**src/rtl/mem_stage.sv**
```systemverilog
// Memory-access pipeline stage: holds one instruction, aligns and extends load data,
// and keeps the SRAM read data stable while write-back is stalled.
module mem_stage (
  input  logic         clk,
  input  logic         resetn,
  input  logic         exe_mem_valid,
  output logic         mem_allowin,
  input  logic [105:0] exe_mem_bus,
  input  logic [31:0]  data_sram_rdata,
  output logic         mem_wb_valid,
  input  logic         wb_allowin,
  output logic [101:0] mem_wb_bus,
  output logic [37:0]  mem_fwd_bus
);

  typedef enum logic [2:0] {
    OP_LD_W  = 3'b000,
    OP_LD_B  = 3'b001,
    OP_LD_H  = 3'b010,
    OP_LD_BU = 3'b011,
    OP_LD_HU = 3'b100
  } mem_op_e;

  localparam logic ready_go = 1'b1;

  logic         mem_valid;
  logic [105:0] bus_r;
  logic         held;
  logic [31:0]  rdata_buf;

  logic         gr_we;
  logic         res_from_mem;
  logic [2:0]   mem_op;
  logic [4:0]   dest;
  logic [31:0]  pc;
  logic [31:0]  inst;
  logic [31:0]  alu_result;

  logic [31:0]  rdata_eff;
  logic [7:0]   byte_sel;
  logic [15:0]  half_sel;
  logic [31:0]  load_data;
  logic [31:0]  final_result;

  assign {gr_we, res_from_mem, mem_op, dest, pc, inst, alu_result} = bus_r;

  assign mem_allowin  = ~mem_valid | (wb_allowin & ready_go);
  assign mem_wb_valid = mem_valid & ready_go;

  always_ff @(posedge clk) begin
    if (!resetn) begin
      mem_valid <= 1'b0;
      bus_r     <= '0;
    end else begin
      if (mem_allowin) begin
        mem_valid <= exe_mem_valid;
      end
      if (exe_mem_valid && mem_allowin) begin
        bus_r <= exe_mem_bus;
      end
    end
  end

  // SRAM data is only valid for one cycle; freeze it for the rest of a stall.
  // Leaving the stage always wins over capturing.
  always_ff @(posedge clk) begin
    if (!resetn) begin
      held      <= 1'b0;
      rdata_buf <= '0;
    end else if (mem_allowin) begin
      held <= 1'b0;
    end else if (mem_valid && !wb_allowin && !held) begin
      held      <= 1'b1;
      rdata_buf <= data_sram_rdata;
    end
  end

  assign rdata_eff = held ? rdata_buf : data_sram_rdata;

  always_comb begin
    byte_sel = 8'h00;
    case (alu_result[1:0])
      2'b00: byte_sel = rdata_eff[7:0];
      2'b01: byte_sel = rdata_eff[15:8];
      2'b10: byte_sel = rdata_eff[23:16];
      2'b11: byte_sel = rdata_eff[31:24];
      default: byte_sel = 8'h00;
    endcase
    half_sel = alu_result[1] ? rdata_eff[31:16] : rdata_eff[15:0];
  end

  // Unassigned encodings fall back to a full-word load.
  always_comb begin
    load_data = rdata_eff;
    case (mem_op)
      OP_LD_B:  load_data = {{24{byte_sel[7]}}, byte_sel};
      OP_LD_H:  load_data = {{16{half_sel[15]}}, half_sel};
      OP_LD_BU: load_data = {24'h000000, byte_sel};
      OP_LD_HU: load_data = {16'h0000, half_sel};
      default:  load_data = rdata_eff;
    endcase
  end

  assign final_result = res_from_mem ? load_data : alu_result;

  assign mem_wb_bus  = {gr_we, dest, pc, inst, final_result};
  assign mem_fwd_bus = {mem_valid & gr_we, dest, final_result};

endmodule

```
**config.mk**
```make
export PLATFORM = sky130hd
export DESIGN_NAME = mem_stage
export DESIGN_NICKNAME = d
export VERILOG_FILES = /design/src/rtl/mem_stage.sv
export SDC_FILE = /design/constraint.sdc
export NUM_CORES = 1
export LEC_CHECK = 0
export CORE_ASPECT_RATIO = 1.75
export CORE_UTILIZATION = 40
export DETAILED_ROUTE_END_ITERATION = 8
export GPL_TIMING_DRIVEN = 1
export PLACE_DENSITY = 0.84
export SKIP_LAST_GASP = 1
export SLEW_MARGIN = 20
export SYNTH_ARGS = -nofsm -noshare
export SYNTH_HDL_FRONTEND = slang
export SYNTH_SLANG_ARGS = --single-unit
export TNS_END_PERCENT = 20
```
**constraint.sdc**
```tcl
create_clock -name clk -period 2 [get_ports clk]
set_input_delay 0.2 -clock clk [delete_from_list [all_inputs] [get_ports clk]]
set_output_delay 0.2 -clock clk [all_outputs]
set_load 0.005 [all_outputs]
```
After elaboration in Yosys (flattened, before gate mapping) --
Index checks and enable logic that the tools add are counted.
Word-level totals: bits of input ports 142, word-level logic and storage cells 29, flip-flop bits (word level) 140, output and inout port bits 142
Operators by class: reduce and logical (&&, ||, !) cells 8, mux-type cells 5, bitwise gates (word level) 5, equal/unequal tests 7
Operators with widths (count):
- one-hot mux 32 bit (4 select lines) | 1
- two-way mux 32 bit | 2
- one-hot mux 8 bit (4 select lines) | 1
- two-way mux 16 bit | 1
- equality test 3 x 2 -> 1 bit (second input constant) | 2
- equality test 2 bit (second input constant) | 2
- equality test 3 x 1 -> 1 bit (second input constant) | 1
- equality test 3 bit (second input constant) | 1
- logical AND 1 bit | 3
- NOT 1 bit | 3
- equality test 2 x 1 -> 1 bit (second input constant) | 1
- logical NOT 1 bit | 2
- logical NOT 2 bit | 1
- AND reduction 2 bit | 1
- OR reduction 2 bit | 1
- bitwise AND 1 bit | 1
- bitwise OR 1 bit | 1

Logic depth before layout (Yosys ltp) --
Gate-level depths: netlist of run 1.
depth in word-level cells 4, depth in mapped cells 8, mapped depth without buffers 4

Least setup slack after synthesis of run 1 --
OpenSTA, ideal clock, no wires.
kind register to output, start reg bus_r[103], end out mem_wb_bus[14], stages on the path, launching flop included 8, data arrival time 1.867 ns, slack -0.067 ns, path buffers 3, cell sequence dfxtp_1 buf_6 nand2b_1 a311o_1 or4_1 buf_2 a31oi_1 buf_4
On the way: longest elaborated chain between the ends 3
RTL lines:
- start: declaration | line 27 | logic [105:0] bus_r;
- start signal: assignment | line 59 | bus_r <= exe_mem_bus;
- equality test 3 bit (tied with other cells) | line 95 | case (mem_op)
- one-hot mux 32 bit (4 select lines) (*) | line 95
- two-way mux 32 bit (*) | line 104 | assign final_result = res_from_mem ? load_data : alu_result;
- end: declaration | line 12 | output logic [101:0] mem_wb_bus,
Every way passes the cells marked *; elsewhere a longest branch is shown, timed or not.

Worst setup path in the final report of run 1 --
start reg bus_r[102], end out mem_fwd_bus[1]
On the way: longest elaborated chain between the ends 3
RTL lines:
- equality test 3 bit (tied with other cells) | line 95
- one-hot mux 32 bit (4 select lines) (*) | line 95
- two-way mux 32 bit (*) | line 104
- end: declaration | line 13 | output logic [37:0] mem_fwd_bus
Marked as above.

==> results of run 1 <==
## routing by layer
| layer | GRT usage [%] | share of wire [%] | vias to the layer above |
|---|---|---|---|
| li1 | - | - | 3422 |
| met1 | 24.6 | 35 | 3277 |
| met2 | 45.0 | 54 | 295 |
| met3 | 5.12 | 5.9 | 63 |
| met4 | 16.1 | 5.4 | 0 |
| met5 | 0 | 0 | - |
## layout by cell type (no fill, tap or decap), drive strengths merged, types with 4 or more instances in the layout
cell type,Yosys,final
dfxtp,140,140
o21ai,29,29
nor2,8,8
o32a,18,18
mux4,10,10
clkbuf,48,17
inv,4,9
nand2,300,300
clkdlybuf4s50,0,219
mux2i,31,31
o22a,4,4
a21oi,139,139
a31oi,11,11
and3,4,4
bufinv,0,4
dlygate4sd2,0,47
o22ai,9,9
clkinvlp,0,4
clkdlybuf4s15,0,5
buf,132,110
## what timing repair did
item / CTS / global route
pin swaps: 19 / 2
setup endpoints to repair: 64 / 64
buffers inserted: 14 / 2
gates resized for setup: 145 / 13
cloned: 0 / 0
## cell families (layout without fill, tap and decap cells)
kind of cell / count (synthesis) / count (layout) / synth area share [%]
AO/OA/AOI/OAI: 219 / 219 / 17.9
flip-flops: 140 / 140 / 39.6
XOR/XNOR: 1 / 1 / 0.124
other: 0 / 1 / 0
AND/OR/NAND/NOR: 331 / 331 / 18.7
multiplexers: 42 / 42 / 7.73
buffers and inverters: 185 / 420 / 16.0
## layout make-up
| type | count | area, sq um | area share, % |
|---|---|---|---|
| Timing Repair Buffer | 383 | 3620 | 33.8 |
| Multi-Input combinational cell | 593 | 3330 | 31.1 |
| Sequential cell | 140 | 2820 | 26.3 |
| Clock buffer | 17 | 425 | 3.97 |
| Tap cell | 231 | 289 | 2.70 |
| Clock inverter | 15 | 211 | 1.97 |
| Inverter | 5 | 21.3 | 0.199 |
| Antenna cell | 1 | 2.50 | 0.0234 |
## report_power, final
group          internal (mW)  leakage (nW)  total (mW)  switching (mW)
Combinational          0.925          2.73        1.62           0.694
Clock                   2.11         0.297        3.41            1.30
Sequential              2.94          1.15        3.04           0.101
## how the worst max path moves through the flow
| stage | end | cells past startpoint | slack, ns | from |
|---|---|---|---|---|
| 2_1_floorplan | mem_wb_bus[14] | 7 | -0.009 | held |
| 3_3_place_gp | mem_fwd_bus[15] | 7 | -0.71 | data_sram_rdata[31] |
| 3_5_place_dp | mem_wb_bus[12] | 7 | -0.74 | data_sram_rdata[31] |
| 4_1_cts | mem_wb_bus[21] | 7 | -0.58 | held |
| 5_1_grt | mem_fwd_bus[23] | 7 | -0.66 | held |
| 6_report | mem_fwd_bus[1] | 7 | -0.56 | bus_r[102] |
## cell usage after synthesis (2+ instances only)
cell type,instances
a2bb2oi_1,2
mux4_2,10
a21oi_1,139
o22ai_1,9
o32a_1,18
clkbuf_1,48
o21ai_0,28
and2_1,3
o22a_1,4
buf_6,2
mux2i_1,31
inv_1,4
nor3_1,2
dfxtp_1,140
nor2_1,8
nand2_1,300
and3_1,4
or2_2,2
buf_1,9
nand2b_1,3
buf_4,108
a31oi_1,10
buf_2,13
## registers in the layout, indices dropped and copies added, names as in the netlist
register and flops:
mem_wb_valid 1, held 1, rdata_buf 32, bus_r 106
## metrics by stage
step	hold WS, ns	util (%)	setup slack (ns)
after floorplan	0.329	-	-0.00929
after global placement	0.440	56.8	-0.710
after detailed placement	0.445	56.8	-0.739
after CTS	0.303	61.3	-0.575
after global routing	0.315	61.6	-0.663
final	0.325	61.6	-0.565
## tightest hold or removal path, stage by stage
cell and delay [ns]:
clkdlybuf4s50_1 0.39, nand2_1 0.05, a21oi_1 0.05
==> results.sh, run 1 <==
export IMPL_rr_endpoint="rdata_buf[8]"
export IMPL_overflow=0
export IMPL_start_util_pct=40.7
export IMPL_layout_nets=1282
export IMPL_rr_worst_depth=5
export IMPL_ys_top_cells_by_area="dfxtp_1 (40%), nand2_1 (16%), buf_4 (11%)"
export IMPL_row_count=64
export IMPL_path_buf_inv=4
export IMPL_grt_max_degree=78
export IMPL_power_per_cell_area_nw_per_um2=753
export IMPL_postLayoutCellArea_sq_um=10700
export IMPL_core_sq_um=17400
export IMPL_syn_instance_count=918
export IMPL_cpMostUsedCell="buf_4"
export IMPL_hold_class="primary input to flop"
export IMPL_endpoint_kind="output port"
export IMPL_cts_made_buffers=17
export IMPL_critPathLaunchType="flop"
export IMPL_fin_skew_ns=0.00732
export IMPL_total_power_mw=8.07
export IMPL_rr_startpoint="held"
export IMPL_syn_nets=1060
export IMPL_synth_seq_cells=140
export IMPL_whs_endpoint="bus_r[87]"
export IMPL_min_from="exe_mem_bus[87]"
export IMPL_holdPathStages=3
export IMPL_drcViolationCount=2
export IMPL_grt_pass1_wl_mm=34.6
export IMPL_slew_headroom_pct=57.8
export IMPL_h_tree_depth=4
export IMPL_die_y_microns=178
export IMPL_cts_tree="yes"
export IMPL_maxCapViolCount=0
export IMPL_firstDrtPassIters=7
export IMPL_p_leak_nw=4.18
export IMPL_violations="design-rule violations, negative setup slack"
export IMPL_r2r_slack_ns=0.34
export IMPL_status="complete, but fails checks"
export IMPL_path_max_fanout=9
export IMPL_clockBufferDepth=2
export IMPL_hold_viol_final=0
export IMPL_die_width_microns=103
export IMPL_yosys_area_top_type="dfxtp_1"
export IMPL_clock_root_buffer="clkbuf_16"
export IMPL_ir_drop_mv=0.576
export IMPL_ys_seq_area_share_pct=39.6
export IMPL_holdBufCountCts=0
export IMPL_crit_family="buffers and inverters"
export IMPL_slowest_stage="and3_1"
export IMPL_cpPeakStageDelay_ns=0.55
export IMPL_via_per_inst=5.10
export IMPL_syn_avg_cell_area_sq_um=7.71
export IMPL_yosys_warnings=0
export IMPL_min_period_ns=2.56
export IMPL_worstPathArrival_ns=2.36
export IMPL_syn_to_final_growth_pct=51.4
export IMPL_drive_above_1_share_pct=16.8
export IMPL_ys_dominant_reg_cell="dfxtp_1"
export IMPL_clk_pin_slew_ns=0.06
export IMPL_dp_cells=1336
export IMPL_io_pins=284
export IMPL_wl_mm=22.5
export IMPL_final_antenna_net_count=0
export IMPL_stdcell_count=1385
export IMPL_cts_sinks=140
export IMPL_yosysUniqueCellTypes=44
export IMPL_tightest_slew_ns=0.634
export IMPL_hpwl_mm=16.7
export IMPL_gp_congestion=0.861
export IMPL_fin_tns_setup_ns=-30.08
export IMPL_crit_type="flop to output port"
export IMPL_rsz0062_at_grt="yes"
export IMPL_routed_via_count=7057
export IMPL_syn_cell_area_sq_um=7070
export IMPL_fin_crit_sh_pct=128
export IMPL_n_fill_cell=1459
export IMPL_grt_use_total_pct=24.7
export IMPL_drv_slew=0
export IMPL_required_ns=1.80
export IMPL_portBuffers=283
export IMPL_first_global_vias=6960
export IMPL_async_flop_share_pct=0
export IMPL_cp_cell_sequence="buf_4 -> o21ai_1 -> buf_4 -> and3_1 -> a31oi_1 -> buf_4 -> dlygate4sd2_1"
export IMPL_initialDrtViolationCount=252
export IMPL_antenna_found_initial=1
export IMPL_fmax_mhz=390
export IMPL_routedWlPerCell_microns=16.2
export IMPL_fin_ws_ns=-0.565
export IMPL_yosysTopAreaCellShare_pct=39.6
export IMPL_die_area_sq_um=18200
export IMPL_place_area_sq_um=9870
export IMPL_finalSetupViolCount=64
export IMPL_synth_edf_count=0
export IMPL_insertion_delay_ns=0.42
Power figures use the tool's default switching activity.
==> run 2: changes to the inputs <==
--- a/config.mk
+++ b/config.mk
@@ -6,10 +6,11 @@
 export NUM_CORES = 1
 export LEC_CHECK = 0
 export CORE_ASPECT_RATIO = 1.75
-export CORE_UTILIZATION = 40
+export CORE_UTILIZATION = 45
 export DETAILED_ROUTE_END_ITERATION = 8
+export DONT_BUFFER_PORTS = 1
 export GPL_TIMING_DRIVEN = 1
-export PLACE_DENSITY = 0.84
+export PLACE_DENSITY = 0.68
 export SKIP_LAST_GASP = 1
 export SLEW_MARGIN = 20
 export SYNTH_ARGS = -nofsm -noshare
==> run 2 against run 1 <==
Against the previous run: the run ends with negative setup slack left; via count decreased by 8.6%; register-to-register slack got worse by 0.05 ns; clock power is 13% lower; sequential power is essentially flat; final area fell by 17%; critical path type unchanged.
==> results.sh, run 2 (synthesis gave the netlist of run 1 again) <==
export IMPL_clock_root_buffer="clkbuf_16"
export IMPL_drive_above_1_share_pct=13.7
export IMPL_grt_use_total_pct=25.6
export IMPL_hold_viol_final=0
export IMPL_row_count=60
export IMPL_critPathLaunchType="flop"
export IMPL_whs_endpoint="held"
export IMPL_stdcell_count=1156
export IMPL_h_tree_depth=4
export IMPL_grt_max_degree=82
export IMPL_insertion_delay_ns=0.41
export IMPL_fin_ws_ns=-0.374
export IMPL_start_util_pct=46.0
export IMPL_required_ns=1.80
export IMPL_cts_made_buffers=17
export IMPL_slew_headroom_pct=54.3
export IMPL_rr_startpoint="held"
export IMPL_top_register="bus_r"
export IMPL_min_period_ns=2.37
export IMPL_rr_worst_depth=5
export IMPL_regArea_sq_um=2810
export IMPL_via_per_inst=5.58
export IMPL_finalSetupViolCount=64
export IMPL_final_cell_mix="nand2_1 (299), a21oi_1 (139), dlygate4sd3_1 (139), dfxtp_1 (136), buf_4 (45)"
export IMPL_worstSetupStartpoint="held"
export IMPL_final_antenna_net_count=0
export IMPL_die_area_sq_um=16200
export IMPL_gp_congestion=0.875
export IMPL_antenna_found_initial=0
export IMPL_cts_sinks=140
export IMPL_syn_to_final_growth_pct=25.9
export IMPL_clockBufferDepth=2
export IMPL_initialDrtViolationCount=317
export IMPL_worst_hold_slack_ns=0.135
export IMPL_grt_use_met3_pct=5.98
export IMPL_r2r_slack_ns=0.29
export IMPL_core_sq_um=15400
export IMPL_drv_slew=0
export IMPL_worstPathArrival_ns=2.17
export IMPL_die_width_microns=96.8
export IMPL_n_fill_cell=1331
export IMPL_rr_endpoint="rdata_buf[8]"
export IMPL_grt_pass1_wl_mm=33.0
export IMPL_rsz0062_at_grt="yes"
export IMPL_first_global_vias=6495
export IMPL_n_antenna_cell=0
export IMPL_path_max_fanout=13
export IMPL_dp_cells=982
export IMPL_min_from="wb_allowin"
export IMPL_ir_drop_mv=0.487
export IMPL_routedWlPerCell_microns=18.6
export IMPL_endpoint_kind="output port"
export IMPL_wl_mm=21.5
export IMPL_fmax_mhz=421
export IMPL_hpwl_mm=13.7
export IMPL_power_per_cell_area_nw_per_um2=805
export IMPL_io_pins=284
export IMPL_gr_max_usage_layer="met2"
export IMPL_firstDrtPassIters=6
export IMPL_die_y_microns=168
export IMPL_hold_class="primary input to flop"
export IMPL_grtUsageMet1_pct=27.0
export IMPL_violations="negative setup slack"
export IMPL_maxCapViolCount=0
export IMPL_fin_skew_ns=0.0158
export IMPL_clk_pin_slew_ns=0.06
export IMPL_crit_type="flop to output port"
export IMPL_largest_reg_flops=106
export IMPL_fin_crit_sh_pct=119
export IMPL_drcViolationCount=0
export IMPL_final_common_cell="nand2_1"
export IMPL_multi_input_area_sq_um=3290
export IMPL_routed_via_count=6450
export IMPL_tightest_slew_ns=0.685
export IMPL_reg_largest_list="bus_r x106, rdata_buf x32"
export IMPL_cts_tree="yes"
export IMPL_portBuffers=0
export IMPL_status="complete, but fails checks"
export IMPL_grtUsageMet2_pct=46.0
export IMPL_layout_nets=1099
export IMPL_holdPathStages=2
export IMPL_overflow=0
export IMPL_p_leak_nw=3.28
==> run 2: cell type report <==
class,count,area share (%)
Sequential cell,140,31.6
Tap cell,186,2.61
Inverter,5,0.239
Timing Repair Buffer,200,22.5
Multi-Input combinational cell,593,36.9
Clock buffer,19,4.97
Clock inverter,13,1.19
==> run 2: how the worst max path moves through the flow <==
stage	end	slack, ns	cells after the start
after global placement	mem_fwd_bus[27]	-0.30	5
after global routing	mem_fwd_bus[15]	-0.42	6
after detailed placement	mem_wb_bus[23]	-0.36	4
after CTS	mem_fwd_bus[27]	-0.40	6
after floorplan	mem_wb_bus[14]	-0.009	7
final	mem_fwd_bus[19]	-0.37	5
==> run 2: per-layer routing <==
metal	up-vias	routed length (microns)
met1	3036	7790
met3	52	1560
li1	3052	-
met2	310	11100
met4	0	1060
met5	-	0
==> run 2: power by group <==
group,total (mW),leakage [nW],internal (mW),switching (mW)
Sequential,3.06,1.15,2.94,0.122
Clock,2.95,0.261,1.65,1.30
Combinational,1.16,1.87,0.560,0.599
Total,7.17,3.28,5.15,2.02
==> run 2: timing repair <==
item | in CTS | in global routing
hold endpoints to repair | 139 | 0
cloned | 0 | 0
hold buffers | 139 | 0
resized for setup | 12 | 23
setup endpoints to repair | 64 | 64
buffers inserted | 2 | 1
pin swaps | 6 | 8
==> run 2: per-stage QoR <==
step | utilization [%] | cell area (sq um) | setup TNS (ns) | worst slack [ns] | power (mW)
2_1_floorplan | - | 7140 | -0.127 | -0.00929 | 3.90
3_3_place_gp | 44.2 | 6800 | -7.20 | -0.301 | 3.98
3_5_place_dp | 44.2 | 6800 | -9.23 | -0.358 | 3.99
4_1_cts | 57.3 | 8810 | -22.17 | -0.396 | 7.18
5_1_grt | 57.9 | 8900 | -23.36 | -0.421 | 7.46
6_report | 57.9 | 8900 | -19.87 | -0.374 | 7.17
==> run 2: critical path: stages (launching register included) <==
cell     delay [ns]
dfxtp_4        0.43
buf_6          0.12
mux4_2         0.49
and3_4         0.19
buf_8          0.15
o32a_1         0.40
==> run 3: changes to the inputs <==
--- a/config.mk
+++ b/config.mk
@@ -10,7 +10,7 @@
 export DETAILED_ROUTE_END_ITERATION = 8
 export DONT_BUFFER_PORTS = 1
 export GPL_TIMING_DRIVEN = 1
-export PLACE_DENSITY = 0.68
+export PLACE_DENSITY = 0.66
 export SKIP_LAST_GASP = 1
 export SLEW_MARGIN = 20
 export SYNTH_ARGS = -nofsm -noshare
==> constraint.sdc (replaced) <==
create_clock -name clk -period 2.33 [get_ports clk]
set_input_delay 0.233 -clock clk [delete_from_list [all_inputs] [get_ports clk]]
set_output_delay 0.233 -clock clk [all_outputs]
set_load 0.005 [all_outputs]
==> run 3 against run 2 <==
Against the previous run: the flow finishes with violations (negative hold slack, negative setup slack); worst hold slack worse by 0.14 ns; global-route usage up 0.11 points; worst setup slack better by 0.22 ns; register-to-register slack better by 0.25 ns; clock skew down 0.0065 ns; total power down 13%; highest routed layer unchanged.
==> results.sh, run 3 (synthesis gave the netlist of run 1 again) <==
export IMPL_status="complete, but fails checks"
export IMPL_violations="negative hold slack, negative setup slack"
export IMPL_gp_congestion=0.926
export IMPL_rr_endpoint="bus_r[54]"
export IMPL_antenna_found_initial=0
export IMPL_grt_use_total_pct=25.7
export IMPL_insertion_delay_ns=0.40
export IMPL_largest_reg_flops=106
export IMPL_firstDrtPassIters=5
export IMPL_layout_nets=1076
export IMPL_worstSetupStartpoint="bus_r[103]"
export IMPL_drive_above_1_share_pct=10.6
export IMPL_via_per_inst=5.61
export IMPL_dp_cells=963
export IMPL_cts_sinks=140
export IMPL_routed_via_count=6372
export IMPL_tightest_slew_ns=0.707
export IMPL_fin_skew_ns=0.00932
export IMPL_n_fill_cell=1389
export IMPL_first_global_vias=6353
export IMPL_io_pins=284
export IMPL_holdPathStages=2
export IMPL_worstPathArrival_ns=2.25
export IMPL_min_from="exe_mem_bus[65]"
export IMPL_portBuffers=0
export IMPL_final_cell_mix="nand2_1 (299), a21oi_1 (139), dfxtp_1 (138), dlygate4sd3_1 (135), buf_4 (32)"
export IMPL_rsz0062_at_grt="yes"
export IMPL_rr_worst_depth=5
export IMPL_grtUsageMet2_pct=46.0
export IMPL_rr_startpoint="mem_wb_valid"
export IMPL_fin_util_pct=55.9
export IMPL_hpwl_mm=14.2
export IMPL_finalSetupViolCount=54
export IMPL_critPathLaunchType="flop"
export IMPL_h_tree_depth=4
export IMPL_wl_mm=21.6
export IMPL_die_area_sq_um=16200
export IMPL_power_per_cell_area_nw_per_um2=723
export IMPL_grt_pass1_wl_mm=32.9
export IMPL_clockBufferDepth=2
export IMPL_fin_crit_sh_pct=107
export IMPL_reg_largest_list="bus_r x106, rdata_buf x32"
export IMPL_cts_made_buffers=17
export IMPL_syn_to_final_growth_pct=21.7
export IMPL_hold_viol_final=1
export IMPL_grt_max_degree=92
export IMPL_grtUsageMet1_pct=26.5
export IMPL_place_area_sq_um=6580
export IMPL_clock_root_buffer="clkbuf_16"
export IMPL_p_leak_nw=3.15
export IMPL_worst_hold_slack_ns=-0.00192
export IMPL_maxCapViolCount=0
export IMPL_endpoint_kind="output port"
export IMPL_die_width_microns=96.8
export IMPL_path_max_fanout=7
export IMPL_fmax_mhz=403
export IMPL_required_ns=2.10
export IMPL_slew_headroom_pct=52.9
export IMPL_drcViolationCount=0
export IMPL_postLayoutCellArea_sq_um=8610
export IMPL_stdcell_count=1135
export IMPL_start_util_pct=46.0
export IMPL_cts_tree="yes"
export IMPL_hold_class="primary input to flop"
export IMPL_fin_ws_ns=-0.153
export IMPL_clk_pin_slew_ns=0.06
export IMPL_top_register="bus_r"
export IMPL_whs_endpoint="bus_r[65]"
export IMPL_routedWlPerCell_microns=19.1
export IMPL_r2r_slack_ns=0.54
export IMPL_final_antenna_net_count=0
export IMPL_grt_use_met3_pct=6.52
export IMPL_row_count=60
export IMPL_initialDrtViolationCount=281
export IMPL_drv_slew=0
export IMPL_crit_type="flop to output port"
export IMPL_die_y_microns=168
export IMPL_gr_max_usage_layer="met2"
export IMPL_ir_drop_mv=0.458
export IMPL_min_period_ns=2.48
export IMPL_final_common_cell="nand2_1"
export IMPL_core_sq_um=15400
export IMPL_overflow=0
-- run 3: cell types whose count changed in the layout (fill, tap and decap cells not counted), sizes merged --
cell         before  now
buf              61   42
bufinv            0    2
clkbuf           19   20
diode             0    2
dlygate4sd3     139  135
inv              10    7
-- run 3: how the worst max path moves through the flow --
stage                      end  slack, ns  cells after the start
3_5_place_dp   mem_fwd_bus[18]      -0.04                      5
4_1_cts         mem_fwd_bus[4]      -0.15                      5
5_1_grt        mem_fwd_bus[19]      -0.22                      6
2_1_floorplan   mem_wb_bus[14]       0.23                      7
6_report         mem_wb_bus[5]      -0.15                      5
3_3_place_gp   mem_fwd_bus[18]     -0.006                      4
-- run 3: stage by stage --
step                power, mW  worst slack (ns)  hold slack [ns]  TNS [ns]
floorplan                3.33             0.230            0.362         0
global placement         3.38          -0.00557            0.367   -0.0109
detailed placement       3.39           -0.0396            0.371    -0.153
CTS                      6.24            -0.147         0.000648     -5.10
global route             6.46            -0.215          0.00696     -6.84
finish                   6.22            -0.153         -0.00192     -2.29
-- run 3: what timing repair did --
action,in CTS,in global routing
pin swaps,4,0
hold buffers,134,1
setup buffers,2,1
setup endpoints to repair,64,60
endpoints found under the hold margin,134,1
gates resized for setup,12,7
-- run 3: layout make-up --
cell class / count / area [sq um] / area share, %
Inverter: 5 / 21.3 / 0.247
Multi-Input combinational cell: 593 / 3200 / 37.2
Antenna cell: 2 / 5.00 / 0.0581
Tap cell: 186 / 233 / 2.70
Clock inverter: 12 / 140 / 1.63
Clock buffer: 20 / 437 / 5.07
Timing Repair Buffer: 177 / 1770 / 20.5
Sequential cell: 140 / 2810 / 32.6
-- run 3: power by group --
group	internal, mW	total [mW]	switching (mW)	leakage (nW)
Sequential	2.52	2.64	0.116	1.15
Combinational	0.438	0.927	0.489	1.73
Clock	1.59	2.65	1.06	0.271
Total	4.55	6.22	1.67	3.15
-- run 3: worst max-delay path, cell delays in order (launching register included) --
cell,delay [ns]
dfxtp_1,0.42
buf_4,0.18
xnor2_1,0.12
o32a_1,0.38
o21ai_0,0.45
o22a_1,0.30
-- run 3: layer usage --
metal	wire length [microns]	up-vias
met2	11200	312
met3	1530	56
met4	1140	0
li1	-	3008
met1	7730	2996
met5	0	-
